`src/rtl/membus_arb_pkg.sv`:
```
// Shared definitions for the data-memory arbiter: FSM encoding and starvation limit default.
package membus_arb_pkg;

    localparam int unsigned STARVE_LIMIT_DEFAULT = 4;

    typedef enum logic {
        ST_IDLE = 1'b0,
        ST_DACK = 1'b1
    } state_e;

    // Counter width able to hold 0..limit; never narrower than one bit.
    function automatic int unsigned cnt_width(input int unsigned limit);
        return (limit < 1) ? 1 : $clog2(limit + 1);
    endfunction

endpackage

```
`src/rtl/membus_arb_if.sv`:
```
// Bundle of pipeline, debug and shared-memory signals around the data-memory arbiter.
interface membus_arb_if;

    logic        mwmem;
    logic        mrmem;
    logic [31:0] malu;
    logic [31:0] mb;
    logic [31:0] mmo;
    logic        stall;
    logic        dreq;
    logic        dwe;
    logic [31:0] daddr;
    logic [31:0] ddata;
    logic        dack;
    logic [31:0] dq;
    logic [31:0] mem_addr;
    logic [31:0] mem_din;
    logic        mem_we;
    logic [31:0] mem_dout;

    // Requester/memory side: pipeline, debug port and the data memory itself.
    modport master (
        output mwmem, mrmem, malu, mb, dreq, dwe, daddr, ddata, mem_dout,
        input  mmo, stall, dack, dq, mem_addr, mem_din, mem_we
    );

    // Arbiter side.
    modport slave (
        input  mwmem, mrmem, malu, mb, dreq, dwe, daddr, ddata, mem_dout,
        output mmo, stall, dack, dq, mem_addr, mem_din, mem_we
    );

endinterface

```
`src/rtl/membus_starve_cnt.sv`:
```
// Saturating counter of consecutive debug denials; clear has priority over increment.
module membus_starve_cnt #(
    parameter int unsigned Limit = 4,
    parameter int unsigned Width = 3
) (
    input  logic clk_i,
    input  logic rst_ni,
    input  logic inc_i,
    input  logic clr_i,
    output logic sat_o
);

    localparam logic [Width-1:0] LimitW = Width'(Limit);

    logic [Width-1:0] cnt_q, cnt_d;

    always_comb begin
        cnt_d = cnt_q;
        if (clr_i) begin
            cnt_d = '0;
        end else if (inc_i && (cnt_q != LimitW)) begin
            cnt_d = cnt_q + 1'b1;
        end
    end

    always_ff @(posedge clk_i or negedge rst_ni) begin
        if (!rst_ni) begin
            cnt_q <= '0;
        end else begin
            cnt_q <= cnt_d;
        end
    end

    assign sat_o = (cnt_q == LimitW);

endmodule

```
`src/rtl/membus_arb.sv`:
```
// Arbitrates the single data-memory port between the pipeline MEM stage and a debug/loader
// requester; the pipeline wins unless the debug side has been denied STARVE_LIMIT times in a row.
module membus_arb
    import membus_arb_pkg::*;
#(
    parameter int unsigned STARVE_LIMIT = STARVE_LIMIT_DEFAULT
) (
    input logic         clock,
    input logic         clrn,
    membus_arb_if.slave bus
);

    localparam int unsigned CntW = cnt_width(STARVE_LIMIT);

    state_e      state_q, state_d;
    logic [31:0] dq_q, dq_d;
    logic        pipe_acc;
    logic        dgrant;
    logic        starve_sat;
    logic        cnt_inc;
    logic        cnt_clr;

    assign pipe_acc = bus.mwmem | bus.mrmem;

    always_comb begin
        state_d      = state_q;
        dgrant       = 1'b0;
        bus.dack     = 1'b0;
        bus.stall    = 1'b0;
        bus.mem_addr = bus.malu;
        bus.mem_din  = bus.mb;
        bus.mem_we   = bus.mwmem;
        case (state_q)
            ST_IDLE: begin
                dgrant = bus.dreq & (~pipe_acc | starve_sat);
                if (dgrant) begin
                    state_d = ST_DACK;
                end
            end
            ST_DACK: begin
                // Any dreq still high here belongs to the request just completed.
                bus.dack = 1'b1;
                state_d  = ST_IDLE;
            end
            default: state_d = ST_IDLE;
        endcase
        // A granted debug access replaces the pipeline's store, so the store is never lost
        // silently: stall forces the MEM stage to repeat it next cycle.
        if (dgrant) begin
            bus.mem_addr = bus.daddr;
            bus.mem_din  = bus.ddata;
            bus.mem_we   = bus.dwe;
            bus.stall    = pipe_acc;
        end
    end

    assign dq_d    = (dgrant && !bus.dwe) ? bus.mem_dout : dq_q;
    assign cnt_inc = (state_q == ST_IDLE) & bus.dreq & ~dgrant;
    assign cnt_clr = dgrant | ~bus.dreq;

    always_ff @(posedge clock or negedge clrn) begin
        if (!clrn) begin
            state_q <= ST_IDLE;
            dq_q    <= '0;
        end else begin
            state_q <= state_d;
            dq_q    <= dq_d;
        end
    end

    membus_starve_cnt #(
        .Limit (STARVE_LIMIT),
        .Width (CntW)
    ) u_starve_cnt (
        .clk_i  (clock),
        .rst_ni (clrn),
        .inc_i  (cnt_inc),
        .clr_i  (cnt_clr),
        .sat_o  (starve_sat)
    );

    assign bus.dq  = dq_q;
    assign bus.mmo = bus.mem_dout;

endmodule
```
`src/flat_wrapper.sv`:
```
// flat-port wrapper written by rule: the top's interface ports become plain ports
module membus_arb_flat import membus_arb_pkg::*;
#(
    parameter int unsigned STARVE_LIMIT = STARVE_LIMIT_DEFAULT
)
  (clock, clrn, bus_mwmem, bus_mrmem, bus_malu, bus_mb, bus_dreq, bus_dwe, bus_daddr, bus_ddata, bus_mem_dout, bus_mmo, bus_stall, bus_dack, bus_dq, bus_mem_addr, bus_mem_din, bus_mem_we);
  membus_arb_if bus_i ();
  input logic clock;
  input logic clrn;
  input wire logic [$bits(bus_i.mwmem)-1:0] bus_mwmem;
  input wire logic [$bits(bus_i.mrmem)-1:0] bus_mrmem;
  input wire logic [$bits(bus_i.malu)-1:0] bus_malu;
  input wire logic [$bits(bus_i.mb)-1:0] bus_mb;
  input wire logic [$bits(bus_i.dreq)-1:0] bus_dreq;
  input wire logic [$bits(bus_i.dwe)-1:0] bus_dwe;
  input wire logic [$bits(bus_i.daddr)-1:0] bus_daddr;
  input wire logic [$bits(bus_i.ddata)-1:0] bus_ddata;
  input wire logic [$bits(bus_i.mem_dout)-1:0] bus_mem_dout;
  output wire logic [$bits(bus_i.mmo)-1:0] bus_mmo;
  output wire logic [$bits(bus_i.stall)-1:0] bus_stall;
  output wire logic [$bits(bus_i.dack)-1:0] bus_dack;
  output wire logic [$bits(bus_i.dq)-1:0] bus_dq;
  output wire logic [$bits(bus_i.mem_addr)-1:0] bus_mem_addr;
  output wire logic [$bits(bus_i.mem_din)-1:0] bus_mem_din;
  output wire logic [$bits(bus_i.mem_we)-1:0] bus_mem_we;
  assign bus_i.mwmem = bus_mwmem;
  assign bus_i.mrmem = bus_mrmem;
  assign bus_i.malu = bus_malu;
  assign bus_i.mb = bus_mb;
  assign bus_i.dreq = bus_dreq;
  assign bus_i.dwe = bus_dwe;
  assign bus_i.daddr = bus_daddr;
  assign bus_i.ddata = bus_ddata;
  assign bus_i.mem_dout = bus_mem_dout;
  assign bus_mmo = bus_i.mmo;
  assign bus_stall = bus_i.stall;
  assign bus_dack = bus_i.dack;
  assign bus_dq = bus_i.dq;
  assign bus_mem_addr = bus_i.mem_addr;
  assign bus_mem_din = bus_i.mem_din;
  assign bus_mem_we = bus_i.mem_we;
  membus_arb #(.STARVE_LIMIT(STARVE_LIMIT)) u_core (.clock(clock), .clrn(clrn), .bus(bus_i));
endmodule
```
`config.mk`:
```
export PLATFORM = sky130hd
export DESIGN_NAME = membus_arb_flat
export DESIGN_NICKNAME = d
export VERILOG_FILES = /design/src/rtl/membus_arb_pkg.sv /design/src/rtl/membus_arb_if.sv /design/src/rtl/membus_starve_cnt.sv /design/src/rtl/membus_arb.sv /design/src/flat_wrapper.sv
export SDC_FILE = /design/constraint.sdc
export NUM_CORES = 1
export LEC_CHECK = 0
export CAP_MARGIN = 20
export CORE_AREA = 2 2 114 116
export CTS_CLUSTER_SIZE = 25
export DETAILED_ROUTE_END_ITERATION = 12
export DIE_AREA = 0 0 116 118
export PLACE_DENSITY = 0.69
export SYNTH_ARGS = -nofsm -noshare
export SYNTH_HDL_FRONTEND = slang
export SYNTH_SLANG_ARGS = --single-unit
```
`constraint.sdc`:
```
create_clock -name clock -period 4.1 [get_ports clock]
set_clock_uncertainty 0.1 [all_clocks]
set_input_delay 0.615 -clock clock [delete_from_list [all_inputs] [get_ports clock]]
set_output_delay 0.615 -clock clock [all_outputs]
set_load 0.03 [all_outputs]
```
==> results.cfg <==
[status]
status = finished, final reports clean

[synth]
seq_area_frac_synth_pct = 35.14
synth_async_sr_flop_share_pct = 100.0
synth_top_area_share_pct = 35.14
ys_warn_count = 0
synth_top_cell_by_area = dfrtp_1
syn-instance-count = 197
synth_edf_count = 0
syn_area_um2 = 2564
ys_types = 20
synth_most_common_cell = mux2_2
avgSynthCellArea_um2 = 13.01
ys_dominant_reg_cell = dfrtp_1
synth_nets = 365
ys_top_cells_by_area = dfrtp_1, mux2_2, mux2_4, buf_4, buf_6
synth.ff_latch_count = 36
synthTopCellsByCount = mux2_2, dfrtp_1, buf_4

[die]
die_area_um2 = 13690
io_pins = 297
start_util_pct = 20.65
core-area_um2 = 12410
die_h_um = 118
rows = 41
dieWidth_um = 116

[route]
via_per_inst = 4.021
firstDrtPassIters = 3
wl_per_cell_um = 16.65
drt_iter0_drc = 58
drt_wl_total_um = 10560
vias = 2549
ant_nets = 0
drcViolationCount = 0

[worst_setup_path]
critPathMaxStageDelay_ns = 0.69
cp_max_fo = 31
cpMaxStageDelayCell = clkdlybuf4s50_1
critPathKind = primary input to output port
worst_ep_arrival_time_ns = 2.87
crit_path_end_kind = output port
cpMostUsedCell = clkdlybuf4s50_1
crit_path_start_kind = primary input
required_ns = 3.38
crit_path_start = bus_mrmem
path_cells = clkdlybuf4s50_1 > o2bb2ai_2 > nand3b_4 > buf_4 > mux2_2 > clkdlybuf4s50_1
regToRegStartpoint = u_core.u_starve_cnt.cnt_q[0]

[timing]
fin_crit_sh_pct = 87.48
report.final.slew_viol_count = 0
max_slew_margin_pct = 46.95
period_needed_ns = 3.587
worst_pin_slew_ns = 0.7957
hold_viol_final = 0
setup_viol = 0
clock.fmax_mhz = 278.8
rsz0062_at_grt = no
fin_setup_tns_ns = 0

[clock_network]
cts_hold_buffers = 0
htreeDepth = 2
ctsResizeCount = 0
clock_sinks = 36
post-cts-setup-buffers = 0
clock_path_buffers = 2
cts_buffers = 5
cts_root_buffer = clkbuf_16
clk_pin_slew_ns = 0.06
cts_tree = yes
clock_latency_ns = 0.27

[global_route]
grt_max_degree = 37
antenna_found_initial = 0
grt_overflow = 0
grt_util_met1_pct = 14.98
use_met2_pct = 25.48
grt_pass1_wl_um = 15060
grtUsageMet3_pct = 5.201
globalRouteTotalUtil_pct = 14.13
grt.busiest_layer = met2
grt_pass1_vias = 2666

[place]
io_buffers = 296
hpwl_um = 8818
place_area_um2 = 5465
gp_congestion = 0.8134

[power]
p_total_w = 0.001826
power.leakage_nw = 2.319
powerDensity_nw_per_um2 = 325.6
ir_drop_mv = 0.1915

[layout]
multiInputGateArea_um2 = 1345
fillers = 1171
fin_area_um2 = 5607
regArea_um2 = 900.9
area.growth.synth_to_final_pct = 118.7
drive_above_1_share_pct = 23.59
antennaDiodeCount = 0
fin_nets = 629

[job]
cap_viol_max_count = 0

[min_path]
hp-class = primary input to asynchronous set/reset pin
[sequential cells by signal, indices dropped and copies added (netlist names)]
signal	flops
u_core.bus.dq	32
u_core.state_q	1
u_core.u_starve_cnt.cnt_q	3
[path summary, 6_finish.rpt]
kind | endpoint | slack (ns) | cells after the start
worst max-delay path | bus_mem_din[30] | 0.51 | 6
worst min-delay path | u_core.bus.dq[16] | 0.33 | 1
worst max register to register | u_core.bus.dq[11] | 2.16 | 6
worst min register to register | u_core.bus.dq[31] | 0.39 | 1
max in group asynchronous | u_core.state_q | 3.07 | 1
min in group clock | u_core.bus.dq[31] | 0.39 | 1
[layer usage]
| layer | wire (um) | share of wire, % |
|---|---|---|
| met4 | 288 | 2.7 |
| met5 | 0 | 0 |
| met2 | 5304 | 50 |
| met3 | 1193 | 11 |
| met1 | 3771 | 36 |
[kinds of logic (layout without fill, tap and decap cells)]
family / after synthesis / in the layout / synth area share (%)
fa+ha+maj: 2 / 2 / 0.9759
mux: 97 / 97 / 46.71
simple gates: 13 / 13 / 2.879
compound gates: 4 / 4 / 1.561
buf+inv: 45 / 310 / 12.74
flops: 36 / 36 / 35.14
[layout by cell type (no fill, tap or decap), drive strengths merged]
cell / count
nor3: 1
nand2: 4
dfrtp: 36
buf: 4
nor2: 3
clkinv: 1
nand3: 1
nor4: 1
nand3b: 1
ha: 2
or3b: 1
or3: 1
mux2: 97
o2bb2ai: 1
a311o: 1
clkdlybuf4s50: 295
clkbuf: 7
inv: 3
a21boi: 2
[area by class of cell]
type | count | area share [%]
inverter | 3 | 0.2008
sequential | 36 | 16.07
timing repair buffer | 299 | 53.38
clock buffer | 7 | 2.366
tap | 172 | 3.838
multi-input combinational | 116 | 23.99
clock inverter | 1 | 0.1562
[critical path: cells and delay by family]
kind,cells,cell delay (ns)
multiplexers,1,0.28
buffers and inverters,3,1.44
AND/OR/NAND/NOR,1,0.20
AO/OA/AOI/OAI,1,0.33
[metrics by stage]
stage          hold WS [ns]  std cells  setup slack [ns]  util (%)
5_1_grt              0.4078        634            0.4011     45.16
3_5_place_dp         0.3806        626            0.5240     44.02
3_3_place_gp         0.3776        626            0.5857     44.02
6_report             0.3266        634            0.5131     45.16
4_1_cts              0.3594        634            0.5165     45.16
2_1_floorplan        0.2194        197             1.703         -
[power breakdown]
part	switching (W)	internal [W]	total, W
registers	0.0000427	0.000441	0.000484
clock network	0.000140	0.000227	0.000366
logic	0.000470	0.000506	0.000975
No activity file was read; power rests on OpenSTA's default activity.
